===== config.mk =====
export PLATFORM = sky130hd
export DESIGN_NAME = debounce_tick_flat
export DESIGN_NICKNAME = d
export VERILOG_FILES = /design/src/rtl/debounce_tick_if.sv /design/src/rtl/debounce_tick.sv /design/src/flat_wrapper.sv
export SDC_FILE = /design/constraint.sdc
export NUM_CORES = 1
export LEC_CHECK = 0
export BUFFER_PORTS_ARGS = -buffer_cell sky130_fd_sc_hd__buf_4
export CORE_ASPECT_RATIO = 0.8
export CORE_MARGIN = 3
export CORE_UTILIZATION = 25
export CTS_CLUSTER_DIAMETER = 120
export DETAILED_ROUTE_END_ITERATION = 16
export PLACE_DENSITY = 0.52
export SYNTH_ARGS = -nofsm -noshare
export SYNTH_HDL_FRONTEND = slang
export SYNTH_SLANG_ARGS = --single-unit

===== constraint.sdc =====
create_clock -name clk -period 1.55 [get_ports clk]
set_input_delay 0.465 -clock clk [delete_from_list [all_inputs] [get_ports clk]]
set_output_delay 0.465 -clock clk [all_outputs]
set_load 0.01 [all_outputs]

===== src/rtl/debounce_tick_if.sv =====
// Button-side bus of debounce_tick: raw button in, debounced level and press tick out.
interface debounce_tick_if;
   logic btn;
   logic db_level;
   logic tg_tick;

   modport master (output btn, input db_level, input tg_tick);
   modport slave  (input btn, output db_level, output tg_tick);
endinterface


===== src/rtl/debounce_tick.sv =====
// Push-button debouncer: 2-FF synchronizer, 4-state debounce FSM, one-cycle tick per press.
// Optional auto-repeat while held is enabled by defining DEBOUNCE_TICK_REPEAT_EN.
module debounce_tick #(
   parameter int unsigned DB_CYCLES     = 500000,
   parameter int unsigned CNT_WIDTH     = 20,
   parameter int unsigned REPEAT_CYCLES = 12500000,
   parameter int unsigned RPT_WIDTH     = 24
) (
   input  logic            clk,
   input  logic            rst,
   debounce_tick_if.slave  bus
);

   localparam logic [CNT_WIDTH-1:0] CNT_MAX = CNT_WIDTH'(DB_CYCLES - 1);

   typedef enum logic [1:0] {
      ZERO  = 2'd0,
      WAIT1 = 2'd1,
      ONE   = 2'd2,
      WAIT0 = 2'd3
   } state_t;

   state_t               state_q, state_d;
   logic [CNT_WIDTH-1:0] cnt_q, cnt_d;
   logic                 s1_q, s2_q;
   logic                 lvl_q, lvl_d;
   logic                 tick_q, tick_d;

`ifdef DEBOUNCE_TICK_REPEAT_EN
   localparam logic [RPT_WIDTH-1:0] RPT_MAX = RPT_WIDTH'(REPEAT_CYCLES - 1);
   logic [RPT_WIDTH-1:0] rpt_q, rpt_d;

   always_ff @(posedge clk or negedge rst) begin
      if (!rst) rpt_q <= '0;
      else      rpt_q <= rpt_d;
   end
`endif

   // Synchronizer; the FSM only ever looks at s2_q
   always_ff @(posedge clk or negedge rst) begin
      if (!rst) begin
         s1_q <= 1'b0;
         s2_q <= 1'b0;
      end else begin
         s1_q <= bus.btn;
         s2_q <= s1_q;
      end
   end

   always_ff @(posedge clk or negedge rst) begin
      if (!rst) begin
         state_q <= ZERO;
         cnt_q   <= '0;
         lvl_q   <= 1'b0;
         tick_q  <= 1'b0;
      end else begin
         state_q <= state_d;
         cnt_q   <= cnt_d;
         lvl_q   <= lvl_d;
         tick_q  <= tick_d;
      end
   end

   always_comb begin
      state_d = state_q;
      cnt_d   = cnt_q;
      tick_d  = 1'b0;

      unique case (state_q)
         ZERO: begin
            if (s2_q) begin
               state_d = WAIT1;
               cnt_d   = '0;
            end
         end
         WAIT1: begin
            if (!s2_q) begin
               state_d = ZERO;
               cnt_d   = '0;
            end else if (cnt_q == CNT_MAX) begin
               state_d = ONE;
               tick_d  = 1'b1;
            end else begin
               cnt_d = cnt_q + CNT_WIDTH'(1);
            end
         end
         ONE: begin
            if (!s2_q) begin
               state_d = WAIT0;
               cnt_d   = '0;
            end
         end
         WAIT0: begin
            if (s2_q) begin
               state_d = ONE;
               cnt_d   = '0;
            end else if (cnt_q == CNT_MAX) begin
               state_d = ZERO;
            end else begin
               cnt_d = cnt_q + CNT_WIDTH'(1);
            end
         end
         default: begin
            state_d = ZERO;
            cnt_d   = '0;
         end
      endcase

`ifdef DEBOUNCE_TICK_REPEAT_EN
      // Repeat counter runs only while settled in ONE; the cycle after any tick holds it at 0
      rpt_d = '0;
      if (state_q == ONE && state_d == ONE && !tick_q) begin
         if (rpt_q == RPT_MAX) begin
            tick_d = 1'b1;
         end else begin
            rpt_d = rpt_q + RPT_WIDTH'(1);
         end
      end
`endif

      lvl_d = (state_d == ONE) || (state_d == WAIT0);
   end

   assign bus.db_level = lvl_q;
   assign bus.tg_tick  = tick_q;

endmodule


===== src/flat_wrapper.sv =====
// flat-port wrapper written by rule: the top's interface ports become plain ports
module debounce_tick_flat 
#(
   parameter int unsigned DB_CYCLES     = 500000,
   parameter int unsigned CNT_WIDTH     = 20,
   parameter int unsigned REPEAT_CYCLES = 12500000,
   parameter int unsigned RPT_WIDTH     = 24
)
  (clk, rst, bus_btn, bus_db_level, bus_tg_tick);
  debounce_tick_if bus_i ();
  input  logic clk;
  input  logic rst;
  input wire logic [$bits(bus_i.btn)-1:0] bus_btn;
  output wire logic [$bits(bus_i.db_level)-1:0] bus_db_level;
  output wire logic [$bits(bus_i.tg_tick)-1:0] bus_tg_tick;
  assign bus_i.btn = bus_btn;
  assign bus_db_level = bus_i.db_level;
  assign bus_tg_tick = bus_i.tg_tick;
  debounce_tick #(.DB_CYCLES(DB_CYCLES), .CNT_WIDTH(CNT_WIDTH), .REPEAT_CYCLES(REPEAT_CYCLES), .RPT_WIDTH(RPT_WIDTH)) u_core (.clk(clk), .rst(rst), .bus(bus_i));
endmodule

==> run_summary.xml <==
<?xml version="1.0" encoding="UTF-8"?>
<metrics>
  <group name="outcome">
    <metric name="outcome" unit="">complete, but fails checks</metric>
    <metric name="failing_checks" unit="">negative setup slack</metric>
  </group>
  <group name="sta">
    <metric name="worst_slew_margin_rel" unit="%">68.5</metric>
    <metric name="number_of_hold_slack_violations_in_the_final_timing_report" unit="">0</metric>
    <metric name="worstMarginPinSlew" unit="ps">473</metric>
    <metric name="skew" unit="ps">5.88</metric>
    <metric name="final-setup-viol-count" unit="">16</metric>
    <metric name="grt_setup_unrepaired" unit="">yes</metric>
    <metric name="final.period_utilization" unit="%">108</metric>
    <metric name="fmax" unit="MHz">595</metric>
    <metric name="fin_hold_ws" unit="ps">72.8</metric>
    <metric name="final_critical_delay_including_setup_and_external_delays" unit="ps">1680</metric>
    <metric name="fin_ws" unit="ps">-129</metric>
    <metric name="finalMaxSlewViolations" unit="">0</metric>
  </group>
  <group name="setup_path">
    <metric name="critical_path_cell_by_cell" unit="">ha_2, nor4b_4, nand4_4, nor2_4, nand2_4, mux2_4</metric>
    <metric name="critical_path.max_stage_delay" unit="ps">380</metric>
    <metric name="cp-end-kind" unit="">flip-flop</metric>
    <metric name="ff2ff_setup_slack" unit="ps">-130</metric>
    <metric name="critical_path_peak_fanout" unit="">5</metric>
    <metric name="critPathRequiredTime" unit="ps">1730</metric>
    <metric name="register_to_register_path_depth" unit="">6</metric>
    <metric name="cp_slowest_cell" unit="">sky130_fd_sc_hd__dfrtp_1</metric>
    <metric name="timing.critical_path.arrival" unit="ps">1860</metric>
    <metric name="worst-setup-path-type" unit="">reg2reg</metric>
    <metric name="cp-start-kind" unit="">flip-flop</metric>
  </group>
  <group name="yosys">
    <metric name="yosysTopAreaCellShare" unit="%">45.9</metric>
    <metric name="postSynthCellCount" unit="">151</metric>
    <metric name="netlist_top_cells_area" unit="">sky130_fd_sc_hd__dfrtp_1, sky130_fd_sc_hd__o21ai_0, sky130_fd_sc_hd__nand3_1</metric>
    <metric name="ys_types" unit="">42</metric>
    <metric name="async_reset_ff_share" unit="%">100</metric>
    <metric name="syn-num-nets" unit="">155</metric>
    <metric name="synthesis.area_per_instance" unit="um2">9.40</metric>
    <metric name="synth_area_leader_cell" unit="">sky130_fd_sc_hd__dfrtp_1</metric>
    <metric name="synth.yosys.seq_area_share" unit="%">45.9</metric>
    <metric name="synthFlopType" unit="">sky130_fd_sc_hd__dfrtp_1</metric>
    <metric name="synth-edff-count" unit="">0</metric>
    <metric name="synth.cells.most_frequent" unit="">sky130_fd_sc_hd__dfrtp_1, sky130_fd_sc_hd__o21ai_0, sky130_fd_sc_hd__nand3_1, sky130_fd_sc_hd__nand2_1, sky130_fd_sc_hd__a21oi_1</metric>
    <metric name="ys_seq_elements" unit="">26</metric>
    <metric name="synth_area" unit="um2">1420</metric>
    <metric name="yosysMostFrequentCell" unit="">sky130_fd_sc_hd__dfrtp_1</metric>
    <metric name="number_of_synthesis_warnings" unit="">0</metric>
  </group>
  <group name="cells_and_area">
    <metric name="design.final.nets" unit="">209</metric>
    <metric name="syn_to_final_growth" unit="%">49.2</metric>
    <metric name="share_of_the_core_filled_with_cells_in_the_final_layout" unit="%">40.4</metric>
    <metric name="diodes" unit="">0</metric>
    <metric name="drive_above_1_share" unit="%">42.6</metric>
  </group>
  <group name="power">
    <metric name="switching_share" unit="%">25.2</metric>
    <metric name="power-per-cell-area" unit="nW/um2">734</metric>
    <metric name="p_int" unit="mW">1.16</metric>
    <metric name="vdd_ir_drop_max" unit="V">0.000408</metric>
    <metric name="power.net_switching" unit="mW">0.392</metric>
    <metric name="power.clock.fraction" unit="%">38.6</metric>
    <metric name="power_share_of_the_combinational_group" unit="%">15.0</metric>
    <metric name="power.share.sequential" unit="%">46.4</metric>
    <metric name="leakage" unit="nW">0.976</metric>
  </group>
  <group name="cts">
    <metric name="clockRootBuffer" unit="">sky130_fd_sc_hd__clkbuf_8</metric>
    <metric name="numCtsBuffers" unit="">3</metric>
    <metric name="clk_latency" unit="ps">290</metric>
    <metric name="clock_tree.buffer_depth" unit="">2</metric>
    <metric name="clock_tree.htree_level_count" unit="">1</metric>
    <metric name="clkTransAtPathRegs" unit="ps">100</metric>
    <metric name="tritoncts" unit="">built</metric>
    <metric name="cts_num_sinks" unit="">26</metric>
  </group>
  <group name="detailed_routing">
    <metric name="drtPass1Iterations" unit="">4</metric>
    <metric name="antenna_violating_nets_post_route" unit="">0</metric>
    <metric name="route.detailed.vias_per_inst" unit="">4.56</metric>
    <metric name="vias" unit="">1271</metric>
    <metric name="dr.first_iter.drc_count" unit="">60</metric>
    <metric name="route.final.wire_length" unit="mm">3.71</metric>
    <metric name="detail_route.drc_violations" unit="">0</metric>
    <metric name="wl_per_cell" unit="um">13.3</metric>
  </group>
  <group name="placement">
    <metric name="place_worst_setup_slack" unit="ps">-122</metric>
    <metric name="weighted_congestion_at_the_end_of_routability_driven_global_placement" unit="">0.728</metric>
    <metric name="place.detailed.hpwl" unit="mm">2.59</metric>
    <metric name="port_buffers" unit="">4</metric>
  </group>
  <group name="floorplan">
    <metric name="initial_core_util" unit="%">27.1</metric>
    <metric name="fp.dieArea" unit="um2">6620</metric>
    <metric name="core" unit="um2">5240</metric>
    <metric name="die_y" unit="um">73.4</metric>
    <metric name="fp.dieW" unit="um">90.2</metric>
    <metric name="num_io_pins" unit="">5</metric>
    <metric name="site_row_count" unit="">23</metric>
  </group>
  <group name="grt">
    <metric name="grt_pass1_wl" unit="mm">6.30</metric>
    <metric name="globalRouteOverflowTotal" unit="">0</metric>
    <metric name="gr-usage-all-layers" unit="%">11.9</metric>
    <metric name="via_count_of_the_first_global_routing_pass" unit="">1263</metric>
    <metric name="antenna_found_initial" unit="">0</metric>
    <metric name="grt_start_max_net_pins" unit="">27</metric>
  </group>
  <group name="min_path">
    <metric name="hold_path.class" unit="">in2async</metric>
  </group>
  <group name="run">
    <metric name="max_cap_violations" unit="">0</metric>
  </group>
</metrics>
power by group through the flow:
stage | clock (mW) | combinational, mW | sequential [mW]
finish | 0.600 | 0.233 | 0.722
global route | 0.642 | 0.267 | 0.725
CTS | 0.597 | 0.205 | 0.719
detailed placement | 0 | 0.203 | 0.732
global placement | 0 | 0.205 | 0.732
floorplan | 0 | 0.0868 | 0.743
final cells by class:
| cell class | count | area [um2] |
|---|---|---|
| Clock buffer | 3 | 41.3 |
| Timing Repair Buffer | 54 | 443 |
| Sequential cell | 26 | 653 |
| Tap cell | 75 | 93.8 |
| Multi-Input combinational cell | 114 | 833 |
| Fill cell | 541 | 3120 |
| Inverter | 6 | 22.5 |
| Clock inverter | 1 | 30.0 |
repair_timing:
item	CTS	global route
setup endpoints to repair	20	24
hold buffers	0	0
pin swaps	3	22
cloned	0	0
resized for setup	8	33
buffers inserted	2	6
routing by layer:
| layer | part of all wire (%) | up-vias | wire, um | track usage, % |
|---|---|---|---|---|
| met1 | 54 | 582 | 2000 | 17.3 |
| met3 | 3.3 | 4 | 124 | 2.87 |
| met5 | 0 | - | 0 | 0 |
| li1 | - | 665 | - | - |
| met2 | 42 | 20 | 1540 | 18.1 |
| met4 | 1.1 | 0 | 40 | 2.55 |
placed cells by master, fill, tap and decap left out, types with 3 or more instances in the layout:
cell type                   n
sky130_fd_sc_hd__nand3_1   13
sky130_fd_sc_hd__clkbuf_8   3
sky130_fd_sc_hd__inv_1      6
sky130_fd_sc_hd__nor2_1     5
sky130_fd_sc_hd__nand2_1   14
sky130_fd_sc_hd__nand4_1    3
sky130_fd_sc_hd__o21ai_0   10
sky130_fd_sc_hd__buf_6      8
sky130_fd_sc_hd__o22ai_1    3
sky130_fd_sc_hd__o211ai_1   3
sky130_fd_sc_hd__buf_4     45
sky130_fd_sc_hd__dfrtp_1   24
sky130_fd_sc_hd__a21oi_1    8
sky130_fd_sc_hd__and3_1     3
sky130_fd_sc_hd__o21ai_1    9
cells by family (layout without fill, tap and decap cells):
family                   Yosys count  in the layout  synth area share, %
AO/OA/AOI/OAI                     44             44                 17.8
XOR/XNOR                           3              3                 1.85
adder cells (fa/ha/maj)            1              1                0.882
buffers and inverters             11             64                 3.62
flip-flops                        26             26                 45.9
multiplexers                       2              2                 1.59
AND/OR/NAND/NOR                   64             64                 28.4
state kept, by name, summed over array words and instances, names as in the netlist:
register	flops
u_core.s2_q	1
u_core.s1_q	1
u_core.state_q	2
u_core.bus.tg_tick	1
u_core.bus.db_level	1
u_core.cnt_q	20
worst paths after layout:
| kind | to | from |
|---|---|---|
| min | u_core.cnt_q[11]$_DFFE_PN0P_ | rst |
| max reg2reg | u_core.state_q[1]$_DFF_PN0_ | u_core.cnt_q[0]$_DFFE_PN0P_ |
| max in group asynchronous | u_core.cnt_q[5]$_DFFE_PN0P_ | rst |
| min reg2reg | u_core.s2_q$_DFF_PN0_ | u_core.s1_q$_DFF_PN0_ |
| min in group clk | u_core.s1_q$_DFF_PN0_ | bus_btn |
| max | u_core.state_q[1]$_DFF_PN0_ | u_core.cnt_q[0]$_DFFE_PN0P_ |
metrics by stage:
step | TNS, ps | power [mW] | area, um2 | cells
CTS | -907 | 1.52 | 1950 | 273
floorplan | -387 | 0.830 | 1420 | 151
global route | -3190 | 1.63 | 2120 | 279
detailed placement | -862 | 0.935 | 1830 | 267
global placement | -774 | 0.937 | 1830 | 267
finish | -1180 | 1.55 | 2120 | 279
worst max-delay path: cells and delay by family, from the launching register on:
family                     cells  cell delay [ps]
and+or+nand+nor                4              710
DFF                            1              380
muxes                          1              300
adders and majority gates      1              190
Note: power is estimated with default switching activity, not from simulation.
